`src/rtl/seq_serializer.sv`:
```
// Parallel-to-serial stage feeding the sequence detectors: WIDTH-bit words in over
// valid/ready, one bit per clock out with valid and end-of-word strobes, no bubbles.
module seq_serializer #(
  parameter int WIDTH     = 8,
  parameter bit LSB_FIRST = 1'b0,
  parameter bit IDLE_BIT  = 1'b0
) (
  input  logic             clk,
  input  logic             reset,
  input  logic [WIDTH-1:0] din,
  input  logic             load_valid,
  output logic             load_ready,
  output logic             data,
  output logic             data_valid,
  output logic             last,
  output logic             busy
);

  localparam int CW = $clog2(WIDTH);
  localparam logic [CW-1:0] CNT_LAST = CW'(WIDTH - 1);

  typedef enum logic {
    IDLE  = 1'b0,
    SHIFT = 1'b1
  } state_e;

  state_e           state_q, state_d;
  logic [CW-1:0]    cnt_q, cnt_d;
  logic [WIDTH-1:0] sreg_q, sreg_d;
  logic             data_q, dataValid_q, last_q, busy_q;
  logic             wordEnd, accept, outBit_d;

  assign wordEnd    = (state_q == SHIFT) && (cnt_q == CNT_LAST);
  assign load_ready = reset & ((state_q == IDLE) | wordEnd);
  assign accept     = load_valid & load_ready;

  always_comb begin
    state_d = state_q;
    cnt_d   = cnt_q;
    sreg_d  = sreg_q;
    if (accept) begin
      sreg_d  = din;
      cnt_d   = '0;
      state_d = SHIFT;
    end else if (state_q == SHIFT) begin
      if (wordEnd) begin
        state_d = IDLE;
        cnt_d   = '0;
      end else begin
        cnt_d = cnt_q + 1'b1;
      end
      if (LSB_FIRST) sreg_d = {1'b0, sreg_q[WIDTH-1:1]};
      else           sreg_d = {sreg_q[WIDTH-2:0], 1'b0};
    end
  end

  assign outBit_d = LSB_FIRST ? sreg_d[0] : sreg_d[WIDTH-1];

  // Outputs are registered copies of what the next state presents, so the first
  // bit of an accepted word is on data the cycle right after the accepting edge.
  always_ff @(posedge clk or negedge reset) begin
    if (!reset) begin
      state_q     <= IDLE;
      cnt_q       <= '0;
      sreg_q      <= '0;
      data_q      <= IDLE_BIT;
      dataValid_q <= 1'b0;
      last_q      <= 1'b0;
      busy_q      <= 1'b0;
    end else begin
      state_q     <= state_d;
      cnt_q       <= cnt_d;
      sreg_q      <= sreg_d;
      data_q      <= (state_d == SHIFT) ? outBit_d : IDLE_BIT;
      dataValid_q <= (state_d == SHIFT);
      last_q      <= (state_d == SHIFT) && (cnt_d == CNT_LAST);
      busy_q      <= (state_d == SHIFT);
    end
  end

  assign data       = data_q;
  assign data_valid = dataValid_q;
  assign last       = last_q;
  assign busy       = busy_q;

endmodule

```
`config.mk`:
```
export PLATFORM = sky130hd
export DESIGN_NAME = seq_serializer
export DESIGN_NICKNAME = d
export VERILOG_FILES = /design/src/rtl/seq_serializer.sv
export SDC_FILE = /design/constraint.sdc
export NUM_CORES = 1
export LEC_CHECK = 0
export ABC_AREA = 1
export BUFFER_PORTS_ARGS = -buffer_cell sky130_fd_sc_hd__buf_2
export CAP_MARGIN = 5
export CORE_AREA = 2 2 46 48
export CTS_CLUSTER_SIZE = 40
export DETAILED_ROUTE_END_ITERATION = 10
export DIE_AREA = 0 0 48 50
export PLACE_DENSITY = 0.74
export REMOVE_ABC_BUFFERS = 1
export SLEW_MARGIN = 15
export SYNTH_ARGS = -nofsm -noshare
export SYNTH_HDL_FRONTEND = slang
export SYNTH_SLANG_ARGS = --single-unit
export TNS_END_PERCENT = 1
```
`constraint.sdc`:
```
create_clock -name clk -period 2.2 [get_ports clk]
set_input_delay 0.33 -clock clk [delete_from_list [all_inputs] [get_ports clk]]
set_output_delay 0.33 -clock clk [all_outputs]
set_load 0.02 [all_outputs]
```
==> qor.tcl <==
set qor(postRouteWirelength_um) 1540
set qor(period_share) 0.837
set qor(powerDensity_nw_per_um2) 1360
set qor(cellInternalPower_w) 0.000689
set qor(yosysMostFrequentCell) {sky130_fd_sc_hd__nand2_1}
set qor(placed_cell_area_sq_um) 873
set qor(drt_drc_violations_left) 0
set qor(cp.required_ns) 1.87
set qor(yosys_most_used_dff) {sky130_fd_sc_hd__dfrtp_1}
set qor(drt-wirelength-per-cell_um) 10.6
set qor(cell_count_post_placement) 140
set qor(cts_num_sinks) 14
set qor(yosys_register_bits) 14
set qor(share_clk_of_total_power) 0.148
set qor(post-synth-top-area-cell) {sky130_fd_sc_hd__dfrtp_1}
set qor(final_nets) 132
set qor(setup-violations-final) 0
set qor(status) {completed}
set qor(final-hold-violation-count) 0
set qor(netlist_top_cells_area) {sky130_fd_sc_hd__dfrtp_1 (44%), sky130_fd_sc_hd__nand2_1 (18%), sky130_fd_sc_hd__inv_1 (6.6%)}
set qor(synth.area.mux_share) 0
set qor(netSwitchingFraction) 0.450
set qor(critical_path_peak_fanout) 12
set qor(portBuffers) 15
set qor(fillers) 194
set qor(top_level_ports) 16
set qor(hold_class) {in -> reg}
set qor(switching_power_w) 0.000564
set qor(avgViaCountPerCell) 4.61
set qor(grt_usage) 0.142
set qor(antenna_found_initial) 0
set qor(async_flop_share) 1.00
set qor(cts-root-buf) {sky130_fd_sc_hd__clkbuf_4}
set qor(drive_gt1_frac) 0.229
set qor(pwr-share-comb) 0.512
set qor(antennaDiodeCount) 0
set qor(synth.cell_area_sq_um) 801
set qor(fp.dieW_um) 48
set qor(first_global_vias) 566
set qor(firstDrtPassIters) 4
set qor(cap_violations) 0
set qor(max_freq_mhz) 543
set qor(totalPowerFinal_w) 0.00125
set qor(globalRouteOverflowTotal) 0
set qor(layout_min_cycle_time_ns) 1.84
set qor(yosys.area_share.xor_xnor) 0
set qor(gp_congestion) 0.793
set qor(detailedRoute.firstIterationViolations) 9
set qor(synth_sequential_area_ratio) 0.438
set qor(htree_num_levels) 1
set qor(post_cts_resize_count) 0
set qor(grt_pass1_wl_um) 2420
set qor(vdd_ir_drop_max_v) 0.000855
set qor(syn_inst) 102
set qor(rows) 16
set qor(total_clock_buffers_created_by_cts) 3
set qor(p_leak_nw) 0.543
set qor(timing.setup.critical_path_class) {in -> out}
set qor(setup_repair_after_global_routing_missed_its_margin) {false}
set qor(ys_types) 17
set qor(worstSkewPairLatency_ns) 0.28
set qor(setup.worst_path.start_class) {input port}
set qor(synthDominantCellAreaShare) 0.438
set qor(tritoncts) {built}
set qor(timing.slew.headroom) 0.825
set qor(synth_compound_gate_area_share) 0.0125
set qor(setup_tns_ns) 0
set qor(post_layout_nonfiller_instances) 145
set qor(ant_nets) 0
set qor(final-max-slew-violation-count) 0
set qor(floorplan.die_area_sq_um) 2400
set qor(pin_count_of_the_biggest_net_entering_global_routing) 18
set qor(timing.critical_path.arrival_ns) 1.51
set qor(core-area_sq_um) 1900
set qor(dominant_combinational_cell_family_by_area_after_synthesis) {simple AND/OR/NAND/NOR gates}
set qor(area.growth.synth_to_final_pct) 14.8
set qor(synth_top_cells_by_count) {sky130_fd_sc_hd__nand2_1 (39), sky130_fd_sc_hd__dfrtp_1 (14), sky130_fd_sc_hd__inv_1 (14)}
set qor(worst_slew_pin_slew_ns) 0.263
set qor(yosysWarningCount) 0
set qor(post-cts-setup-buffers) 0
set qor(cts.clk_slew.worst_paths_ns) 0.09
set qor(synthAdderAreaFrac) 0.0313
set qor(multi_input_area_sq_um) 339
set qor(post-dp-hpwl_um) 1060
set qor(clock_tree.buffer_depth) 2
set qor(initial_core_util) 0.421
set qor(seq_power_share) 0.341
set qor(die-height_um) 50
set qor(vias) 669
set qor(fin_worst_skew_ns) 0.00359
set qor(stdcell_area_sq_um) 920
set qor(synth-edff-count) 0
set qor(post_synth_and_or_nand_nor_area_fraction) 0.380
set qor(timing.critical_path.to_type) {output pin}
set qor(area.sequential_sq_um) 350
set qor(syn_avg_cell_area_sq_um) 7.85
==> worst max-delay path, cell delays in order <==
cell and delay (ns):
sky130_fd_sc_hd__dlygate4sd3_1 0.52, sky130_fd_sc_hd__buf_2 0.26, sky130_fd_sc_hd__inv_1 0.07, sky130_fd_sc_hd__nor2_1 0.14
sky130_fd_sc_hd__buf_2 0.18
==> final timing paths <==
path,from,endpoint,slack (ns),cells after the start
max,reset,load_ready,0.36,5
min,din[0],sreg_q[0]$_DFFE_PN0P_,0.28,3
max reg2reg,cnt_q[0]$_DFF_PN0_,data$_DFF_PN0_,0.65,8
min reg2reg,sreg_q[0]$_DFFE_PN0P_,sreg_q[0]$_DFFE_PN0P_,0.51,2
max in group asynchronous,reset,cnt_q[1]$_DFF_PN0_,1.31,3
min in group asynchronous,reset,sreg_q[4]$_DFFE_PN0P_,0.45,2
==> cells by family (layout without fill, tap and decap cells) <==
logic type / count (synthesis) / in the layout
and+or+nand+nor: 62 / 62
buffers and inverters: 22 / 38
DFF: 14 / 14
adders and majority gates: 2 / 2
AOI/OAI and AO/OA: 2 / 2
==> registers in the layout (all words and copies together) (netlist names) <==
| signal | flops |
|---|---|
| sreg_q | 8 |
| last | 1 |
| cnt_q | 3 |
| busy | 1 |
| data | 1 |
==> stage by stage <==
step,worst slack [ns],util,hold WS [ns]
after floorplan,0.587,-,0.0344
after global placement,0.697,0.459,0.211
after detailed placement,0.664,0.459,0.214
after CTS,0.339,0.484,0.278
after global routing,0.271,0.484,0.300
final,0.359,0.484,0.281
==> layout by cell type, fill, tap and decap left out <==
master | netlist | routed
sky130_fd_sc_hd__nor2_1 | 4 | 4
sky130_fd_sc_hd__nand4_1 | 7 | 7
sky130_fd_sc_hd__clkbuf_8 | 0 | 1
sky130_fd_sc_hd__clkbuf_4 | 0 | 3
sky130_fd_sc_hd__nand3_4 | 1 | 1
sky130_fd_sc_hd__nand2_8 | 1 | 1
sky130_fd_sc_hd__buf_4 | 1 | 2
sky130_fd_sc_hd__buf_2 | 2 | 15
sky130_fd_sc_hd__inv_1 | 14 | 14
sky130_fd_sc_hd__dfrtp_1 | 14 | 14
sky130_fd_sc_hd__dlygate4sd3_1 | 0 | 1
sky130_fd_sc_hd__o21ai_1 | 1 | 1
sky130_fd_sc_hd__inv_2 | 2 | 2
sky130_fd_sc_hd__ha_1 | 2 | 2
sky130_fd_sc_hd__nand3_1 | 8 | 8
sky130_fd_sc_hd__nand3_2 | 1 | 1
sky130_fd_sc_hd__nor2_4 | 1 | 1
sky130_fd_sc_hd__nand2_1 | 39 | 39
sky130_fd_sc_hd__a21oi_1 | 1 | 1
==> power groups by stage <==
stage | Clock, W | Sequential [W] | Combinational, W
6_report | 0.000185 | 0.000427 | 0.000641
5_1_grt | 0.000205 | 0.000440 | 0.000728
4_1_cts | 0.000192 | 0.000426 | 0.000646
3_5_place_dp | 0 | 0.000431 | 0.000640
3_3_place_gp | 0 | 0.000425 | 0.000625
2_1_floorplan | 0 | 0.000496 | 0.000397
==> final cells by class <==
class	instances	share of cell area
flip-flops and latches	14	0.381
well taps	27	0.0367
inverters	16	0.0653
multi-input cells	66	0.369
clock buffers	4	0.0395
repair buffers	18	0.109
==> routing by layer <==
metal | wire, um | global-route usage
met3 | 68 | 0.0110
met2 | 675 | 0.207
met1 | 758 | 0.202
met5 | 0 | 0
met4 | 39 | 0.0811
==> timing repair <==
action	4_1_cts	5_1_grt
hold buffers	1	0
endpoints found under the hold margin	4	0
setup endpoints to repair	0	0
(Power assumes the default switching activity.)
